`config.mk`:
```
export PLATFORM = sky130hd
export DESIGN_NAME = lanes_serializer
export DESIGN_NICKNAME = d
export VERILOG_FILES = /design/src/rtl/usb4_ser_pkg.sv /design/src/rtl/ser_lane_shifter.sv /design/src/rtl/lanes_serializer.sv
export SDC_FILE = /design/constraint.sdc
export NUM_CORES = 1
export LEC_CHECK = 0
export BUFFER_PORTS_ARGS = -buffer_cell sky130_fd_sc_hd__buf_2
export CORE_ASPECT_RATIO = 0.9
export CORE_MARGIN = 4
export CORE_UTILIZATION = 35
export CTS_CLUSTER_SIZE = 25
export DETAILED_ROUTE_END_ITERATION = 10
export GPL_TIMING_DRIVEN = 0
export PLACE_DENSITY_LB_ADDON = 0.08
export SETUP_SLACK_MARGIN = 0.05
export SKIP_CTS_REPAIR_TIMING = 1
export SYNTH_ARGS = -nofsm -noshare
export SYNTH_HDL_FRONTEND = slang
export SYNTH_SLANG_ARGS = --single-unit
```
`constraint.sdc`:
```
create_clock -name ser_clk -period 2.5 [get_ports ser_clk]
set_clock_uncertainty 0.05 [all_clocks]
set_input_delay 0.5 -clock ser_clk [delete_from_list [all_inputs] [get_ports ser_clk]]
set_output_delay 0.5 -clock ser_clk [all_outputs]
set_load 0.03 [all_outputs]
```
`src/rtl/usb4_ser_pkg.sv`:
```
// Shared lengths, gen_speed encodings and FSM state type for the
// two-lane encoded-symbol serializer.
package usb4_ser_pkg;

  localparam int SYM_W     = 132;
  localparam int NUM_LANES = 2;
  localparam int CNT_W     = 8;

  localparam logic [CNT_W-1:0] SYM_LEN_GEN2 = 8'd66;
  localparam logic [CNT_W-1:0] SYM_LEN_GEN3 = 8'd132;
  localparam logic [CNT_W-1:0] SYM_LEN_GEN4 = 8'd8;

  localparam logic [1:0] GEN_SPEED_GEN4 = 2'd0;
  localparam logic [1:0] GEN_SPEED_GEN3 = 2'd1;
  localparam logic [1:0] GEN_SPEED_GEN2 = 2'd2;
  localparam logic [1:0] GEN_SPEED_RSVD = 2'd3;

  typedef enum logic {IDLE, SHIFT} ser_state_e;

  // Reserved speed yields length 0; callers never load such a symbol.
  function automatic logic [CNT_W-1:0] len_of(input logic [1:0] gen_speed);
    case (gen_speed)
      GEN_SPEED_GEN2: len_of = SYM_LEN_GEN2;
      GEN_SPEED_GEN3: len_of = SYM_LEN_GEN3;
      GEN_SPEED_GEN4: len_of = SYM_LEN_GEN4;
      default:        len_of = '0;
    endcase
  endfunction

endpackage

```
`src/rtl/ser_lane_shifter.sv`:
```
// One lane's hold register and LSB-first shift register; sequencing is
// driven entirely by the shared controller in lanes_serializer.
module ser_lane_shifter
  import usb4_ser_pkg::*;
(
  input  logic             clk_i,
  input  logic             srst_i,
  input  logic             load_i,
  input  logic             hold_load_i,
  input  logic             xfer_i,
  input  logic             shift_i,
  input  logic [SYM_W-1:0] data_i,
  output logic             bit_o
);

  logic [SYM_W-1:0] shreg_q;
  logic [SYM_W-1:0] hold_q;

  always_ff @(posedge clk_i) begin
    if (srst_i) begin
      shreg_q <= '0;
      hold_q  <= '0;
    end else begin
      if (load_i)
        shreg_q <= data_i;
      else if (xfer_i)
        shreg_q <= hold_q;
      else if (shift_i)
        shreg_q <= {1'b0, shreg_q[SYM_W-1:1]};
      if (hold_load_i)
        hold_q <= data_i;
    end
  end

  assign bit_o = shreg_q[0];

endmodule

```
`src/rtl/lanes_serializer.sv`:
```
// Two-lane symbol serializer with one-deep hold buffer and underflow flag.
// Optional SER_UNDERFLOW_CNT_EN adds a saturating underflow counter.
module lanes_serializer
  import usb4_ser_pkg::*;
(
  input  logic             ser_clk,
  input  logic             rst,
  input  logic             enable,
  input  logic [1:0]       gen_speed,
  input  logic [SYM_W-1:0] lane_0_tx_enc_old,
  input  logic [SYM_W-1:0] lane_1_tx_enc_old,
  input  logic             enable_ser,
  output logic             sym_ready,
  output logic             lane_0_tx_out,
  output logic             lane_1_tx_out,
  output logic             tx_valid,
  output logic             sym_start,
  output logic             underflow,
  output logic [15:0]      underflow_cnt
);

  ser_state_e       state_q, state_d;
  logic [CNT_W-1:0] bit_cnt_q, bit_cnt_d;
  logic [CNT_W-1:0] len_q, len_d;
  logic [CNT_W-1:0] hold_len_q, hold_len_d;
  logic             hold_full_q, hold_full_d;
  logic             sym_ready_q;
  logic             underflow_q, underflow_d;

  logic             clear, acc, last_bit;
  logic [CNT_W-1:0] acc_len;
  logic             ld_direct, ld_hold, xfer, shift;

  assign clear     = rst || !enable;
  assign sym_ready = sym_ready_q && enable && !rst;
  // A reserved-speed symbol completes the handshake but is discarded.
  assign acc       = enable_ser && sym_ready && (gen_speed != GEN_SPEED_RSVD);
  assign acc_len   = len_of(gen_speed);
  assign last_bit  = (state_q == SHIFT) && (bit_cnt_q == len_q - 8'd1);

  assign ld_direct = acc && ((state_q == IDLE) || (last_bit && !hold_full_q));
  assign ld_hold   = acc && (state_q == SHIFT) && !last_bit;
  assign xfer      = last_bit && hold_full_q;
  assign shift     = (state_q == SHIFT) && !last_bit;

  always_comb begin
    state_d     = state_q;
    bit_cnt_d   = bit_cnt_q;
    len_d       = len_q;
    hold_len_d  = hold_len_q;
    hold_full_d = hold_full_q;
    underflow_d = 1'b0;
    if (state_q == IDLE) begin
      if (acc) begin
        state_d   = SHIFT;
        bit_cnt_d = '0;
        len_d     = acc_len;
      end
    end else if (!last_bit) begin
      bit_cnt_d = bit_cnt_q + 8'd1;
      if (acc) begin
        hold_full_d = 1'b1;
        hold_len_d  = acc_len;
      end
    end else if (hold_full_q) begin
      bit_cnt_d   = '0;
      len_d       = hold_len_q;
      hold_full_d = 1'b0;
    end else if (acc) begin
      bit_cnt_d = '0;
      len_d     = acc_len;
    end else begin
      state_d     = IDLE;
      bit_cnt_d   = '0;
      underflow_d = 1'b1;
    end
  end

  always_ff @(posedge ser_clk) begin
    if (clear) begin
      state_q     <= IDLE;
      bit_cnt_q   <= '0;
      len_q       <= '0;
      hold_len_q  <= '0;
      hold_full_q <= 1'b0;
      sym_ready_q <= 1'b0;
      underflow_q <= 1'b0;
    end else begin
      state_q     <= state_d;
      bit_cnt_q   <= bit_cnt_d;
      len_q       <= len_d;
      hold_len_q  <= hold_len_d;
      hold_full_q <= hold_full_d;
      sym_ready_q <= !hold_full_d;
      underflow_q <= underflow_d;
    end
  end

  logic [SYM_W-1:0]     enc_data [NUM_LANES];
  logic [NUM_LANES-1:0] tx_bit;

  assign enc_data[0] = lane_0_tx_enc_old;
  assign enc_data[1] = lane_1_tx_enc_old;

  generate
    for (genvar gi = 0; gi < NUM_LANES; gi++) begin : g_lane
      ser_lane_shifter u_shifter (
        .clk_i       (ser_clk),
        .srst_i      (clear),
        .load_i      (ld_direct),
        .hold_load_i (ld_hold),
        .xfer_i      (xfer),
        .shift_i     (shift),
        .data_i      (enc_data[gi]),
        .bit_o       (tx_bit[gi])
      );
    end
  endgenerate

  assign tx_valid      = (state_q == SHIFT);
  assign sym_start     = tx_valid && (bit_cnt_q == '0);
  assign lane_0_tx_out = tx_valid && tx_bit[0];
  assign lane_1_tx_out = tx_valid && tx_bit[1];
  assign underflow     = underflow_q;

`ifdef SER_UNDERFLOW_CNT_EN
  logic [15:0] uf_cnt_q;

  always_ff @(posedge ser_clk) begin
    if (clear)
      uf_cnt_q <= '0;
    else if (underflow_d && (uf_cnt_q != 16'hFFFF))
      uf_cnt_q <= uf_cnt_q + 16'd1;
  end

  assign underflow_cnt = uf_cnt_q;
`else
  assign underflow_cnt = '0;
`endif

endmodule

```
==> flow_summary.html <==
<table>
<tr><th>Metric</th><th>Value</th></tr>
<tr><th colspan="2">Run status</th></tr>
<tr><td>Result of the run</td><td>finished with violations</td></tr>
<tr><td>Violations in the final reports</td><td>setup timing</td></tr>
<tr><th colspan="2">Pwr</th></tr>
<tr><td>Sw Share</td><td>0.227</td></tr>
<tr><td>Post-layout power</td><td>19800 µW</td></tr>
<tr><td>Cell area power density</td><td>621 mW/mm²</td></tr>
<tr><td>Clock power share</td><td>0.509</td></tr>
<tr><td>LEAKAGE</td><td>0.0117 µW</td></tr>
<tr><td>Max VDD drop</td><td>0.000568 V</td></tr>
<tr><td>Sequential power share</td><td>0.447</td></tr>
<tr><td>Net load switching power</td><td>4480 µW</td></tr>
<tr><td>Part of the power in combinational logic</td><td>0.044</td></tr>
<tr><td>Pint</td><td>15300 µW</td></tr>
<tr><th colspan="2">Critical path</th></tr>
<tr><td>Count of buffering cells on the critical path with inverters included</td><td>4</td></tr>
<tr><td>Crit path from</td><td>len_q[0]</td></tr>
<tr><td>Reg-to-Reg Start</td><td>len_q[0]</td></tr>
<tr><td>Endpoint kind of the worst setup timing path</td><td>register</td></tr>
<tr><td>Maximum fanout along the worst path</td><td>10</td></tr>
<tr><td>Arrival time of data at the critical path endpoint</td><td>2990 ps</td></tr>
<tr><td>Sequence of cells on the critical path</td><td>buf_4 -&gt; or2_1 -&gt; nor4_2 -&gt; xnor2_1 -&gt; and3b_4 -&gt; a21oi_2 -&gt; buf_6 -&gt; clkbuf_16 -&gt; buf_12 -&gt; mux2i_1 -&gt; nor2_1</td></tr>
<tr><td>Category of the most critical setup path</td><td>reg2reg</td></tr>
<tr><td>Critical path startpoint category</td><td>register</td></tr>
<tr><td>Cell at the slowest stage of the critical path</td><td>dfxtp_4</td></tr>
<tr><td>Cell family contributing the most delay on the critical path</td><td>simple AND/OR/NAND/NOR gates</td></tr>
<tr><td>Data required, critical path</td><td>2900 ps</td></tr>
<tr><td>Largest incremental delay on the critical path</td><td>350 ps</td></tr>
<tr><th colspan="2">Drt</th></tr>
<tr><td>Post-detailed-route wirelength per cell</td><td>17.3 µm</td></tr>
<tr><td>Sum of met3 wire segment lengths after detailed routing</td><td>3770 µm</td></tr>
<tr><td>Number of remaining DRC errors</td><td>0</td></tr>
<tr><td>Max layer used</td><td>met5</td></tr>
<tr><td>Remaining antenna violation count after routing</td><td>0</td></tr>
<tr><td>Drt pass-1 iters</td><td>5</td></tr>
<tr><td>Via total after detailed routing</td><td>23419</td></tr>
<tr><td>Post-detailed-routing wire length</td><td>82100 µm</td></tr>
<tr><td>Met1 wire length</td><td>39200 µm</td></tr>
<tr><td>Vias per inst</td><td>4.93</td></tr>
<tr><td>Number of DRC markers in iteration 0</td><td>1184</td></tr>
<tr><td>Met2 wirelength from detailed routing</td><td>37200 µm</td></tr>
<tr><th colspan="2">GRT</th></tr>
<tr><td>Combined global-route utilization of all metal layers</td><td>0.204</td></tr>
<tr><td>Vias in the first global route</td><td>22739</td></tr>
<tr><td>Largest net degree at the start of global routing</td><td>13</td></tr>
<tr><td>Initial antenna violation count</td><td>21</td></tr>
<tr><td>Total global routing overflow</td><td>0</td></tr>
<tr><td>First-pass GRT wire length</td><td>128000 µm</td></tr>
<tr><th colspan="2">Timing</th></tr>
<tr><td>Shortest clock period the worst path allows after layout</td><td>2590 ps</td></tr>
<tr><td>Max-slew violations</td><td>0</td></tr>
<tr><td>Number of setup violations in the final report</td><td>424</td></tr>
<tr><td>Total negative slack</td><td>-13580 ps</td></tr>
<tr><td>RSZ-0062 raised after global routing</td><td>yes</td></tr>
<tr><td>Normalized max-slew margin</td><td>0.296</td></tr>
<tr><td>Maximum frequency from static timing analysis</td><td>0.386 GHz</td></tr>
<tr><td>Worst Tran Pin Value</td><td>1060 ps</td></tr>
<tr><td>Final worst path period share</td><td>1.04</td></tr>
<tr><td>Hold_ws</td><td>107 ps</td></tr>
<tr><td>Worst setup margin</td><td>-89.2 ps</td></tr>
<tr><td>Endpoints failing hold</td><td>0</td></tr>
<tr><th colspan="2">Clock tree</th></tr>
<tr><td>Num CTS Buffers</td><td>67</td></tr>
<tr><td>H-tree levels</td><td>3</td></tr>
<tr><td>Buffers from clock root to sink, at most</td><td>3</td></tr>
<tr><td>Number of sinks handled by clock tree synthesis</td><td>551</td></tr>
<tr><td>Clock latency on the worst-skew pair</td><td>590 ps</td></tr>
<tr><td>Worst-path clk slew</td><td>60 ps</td></tr>
<tr><td>CTS root buf</td><td>clkbuf_16</td></tr>
<tr><td>TritonCTS clock tree</td><td>done</td></tr>
<tr><th colspan="2">Synth</th></tr>
<tr><td>Synthesis warning total</td><td>0</td></tr>
<tr><td>Share of synthesized flip-flops with an asynchronous set or reset</td><td>0</td></tr>
<tr><td>Avg Inst Size Synth</td><td>7.51 µm²</td></tr>
<tr><td>Number of flops mapped to enable cells by yosys</td><td>0</td></tr>
<tr><td>Area share of the largest cell type after synthesis</td><td>0.437</td></tr>
<tr><td>Count of different cell masters after synthesis</td><td>48</td></tr>
<tr><td>Cell types occupying the most area after synthesis</td><td>dfxtp_1 (44%), nor2_1 (16%), mux2i_1 (11%)</td></tr>
<tr><td>Gate count of the mapped netlist</td><td>3357</td></tr>
<tr><td>Most numerous cell in the Yosys netlist</td><td>nor2_1</td></tr>
<tr><td>List of most frequent post-synthesis cells</td><td>nor2_1 (1071), dfxtp_1 (551), nand2_1 (545)</td></tr>
<tr><td>Top FF cell, synth</td><td>dfxtp_1</td></tr>
<tr><td>Post-synthesis sequential element count</td><td>551</td></tr>
<tr><td>Cell area after synthesis</td><td>0.0252 mm²</td></tr>
<tr><td>Portion of the post-synthesis area used by sequential elements</td><td>0.437</td></tr>
<tr><td>Library cell with the largest summed area after synthesis</td><td>dfxtp_1</td></tr>
<tr><th colspan="2">Floorplanning</th></tr>
<tr><td>Die Span Y</td><td>263 µm</td></tr>
<tr><td>I/O pin total</td><td>292</td></tr>
<tr><td>Core Region</td><td>0.0714 mm²</td></tr>
<tr><td>Floorplan die area</td><td>0.0764 mm²</td></tr>
<tr><td>Effective utilization at floorplan</td><td>0.353</td></tr>
<tr><td>Row Count</td><td>93</td></tr>
<tr><td>Die width</td><td>291 µm</td></tr>
<tr><th colspan="2">Finish</th></tr>
<tr><td>Share of post-route cells with drive strength above 1</td><td>0.177</td></tr>
<tr><td>Layout Cell Area excl Fill</td><td>0.0318 mm²</td></tr>
<tr><td>Post-Layout Cell Count</td><td>4751</td></tr>
<tr><td>Fin nets</td><td>4016</td></tr>
<tr><td>Area growth syn-to-layout</td><td>26.3%</td></tr>
<tr><td>Final-layout fill cell count</td><td>7470</td></tr>
<tr><th colspan="2">Placement</th></tr>
<tr><td>Cell area reported after detailed placement</td><td>0.0278 mm²</td></tr>
<tr><td>Final HPWL from detailed placement</td><td>54300 µm</td></tr>
<tr><td>Count of buffers from port buffering</td><td>275</td></tr>
<tr><td>Final weighted congestion in routability-driven placement</td><td>0.779</td></tr>
<tr><td>Instance count after placement with tap cells included</td><td>4597</td></tr>
<tr><th colspan="2">Hold path</th></tr>
<tr><td>Hold path start</td><td>lane_0_tx_enc_old[101]</td></tr>
<tr><td>HP Class</td><td>in2reg</td></tr>
<tr><th colspan="2">Run</th></tr>
<tr><td>Max cap viols</td><td>0</td></tr>
</table>
[layer usage]
metal / vias to the layer above / track usage
met5: - / 0
met1: 10983 / 0.280
met2: 435 / 0.326
met3: 128 / 0.0404
li1: 11855 / -
met4: 18 / 0.0575
[stage by stage]
stage          utilization  setup slack, ps
5_1_grt              0.446             -211
6_report             0.446            -89.2
3_3_place_gp         0.390            -1230
4_1_cts              0.421            -1260
2_1_floorplan            -             84.7
3_5_place_dp         0.390            -1250
[tightest hold or removal path: stages]
cell,delay (ps)
buf_2,90
mux2i_1,60
nor2_1,70
[kinds of logic after synthesis]
group,synth area share
and+or+nand+nor,0.253
AOI/OAI and AO/OA,0.129
DFF,0.437
buffers and inverters,0.0694
muxes,0.106
xor gates and xnor gates,0.00347
adders and majority gates,0.00149
other,0.000149
[worst paths after layout]
check / slack [ps] / to / cells past startpoint
hold / removal: 110 / g_lane[0].u_shifter.hold_q[101] / 3
setup reg to reg: -90 / g_lane[1].u_shifter.hold_q[77] / 11
hold reg to reg: 410 / g_lane[0].u_shifter.shreg_q[131] / 2
setup / recovery: -90 / g_lane[1].u_shifter.hold_q[77] / 11
[placed cells by master (no fill, tap or decap), types with 8 or more instances in the layout]
cell type,synthesis,routed
a31oi_1,264,235
o21ai_2,0,20
clkbuf_2,20,15
o21ai_1,7,64
buf_8,0,18
a31oi_2,0,13
buf_2,69,296
o21ai_0,259,178
clkinv_2,0,11
inv_1,9,8
a21oi_1,12,10
clkbuf_8,0,12
clkbuf_16,0,81
nor2_1,1071,1071
mux2i_1,267,259
mux2i_2,0,8
clkbuf_1,115,111
buf_4,23,55
a31oi_4,1,17
clkbuf_4,0,8
diode_2,0,8
conb_1,1,16
buf_12,2,39
dfxtp_1,551,549
buf_6,55,50
nand2_1,545,545
[cell type report]
type / count / area, µm² / share of cell area
diodes: 8 / 20.0 / 0.000629
inverters: 9 / 33.8 / 0.00106
clock inverters: 19 / 251 / 0.00790
plain buffers: 284 / 2480 / 0.0780
flip-flops and latches: 551 / 11000 / 0.347
repair buffers: 304 / 1800 / 0.0564
clock buffers: 100 / 2010 / 0.0630
multi-input cells: 2526 / 13000 / 0.409
well taps: 950 / 1190 / 0.0373
[power by group through the flow]
| stage | sequential, µW | combinational [µW] | clock [µW] |
|---|---|---|---|
| finish | 8840 | 874 | 10100 |
| global route | 8840 | 967 | 10700 |
| CTS | 8840 | 839 | 10400 |
| detailed placement | 9040 | 836 | 0 |
| global placement | 9040 | 841 | 0 |
| floorplan | 9030 | 361 | 0 |
[sequential cells by signal, summed over array words and instances (netlist names)]
| signal | count |
|---|---|
| g_lane.u_shifter.hold_q | 264 |
| tx_valid | 1 |
| hold_len_q | 3 |
| hold_full_q | 1 |
| g_lane.u_shifter.shreg_q | 264 |
| len_q | 8 |
| underflow | 1 |
| sym_ready_q | 1 |
| bit_cnt_q | 8 |
Power figures use the tool's default switching activity.
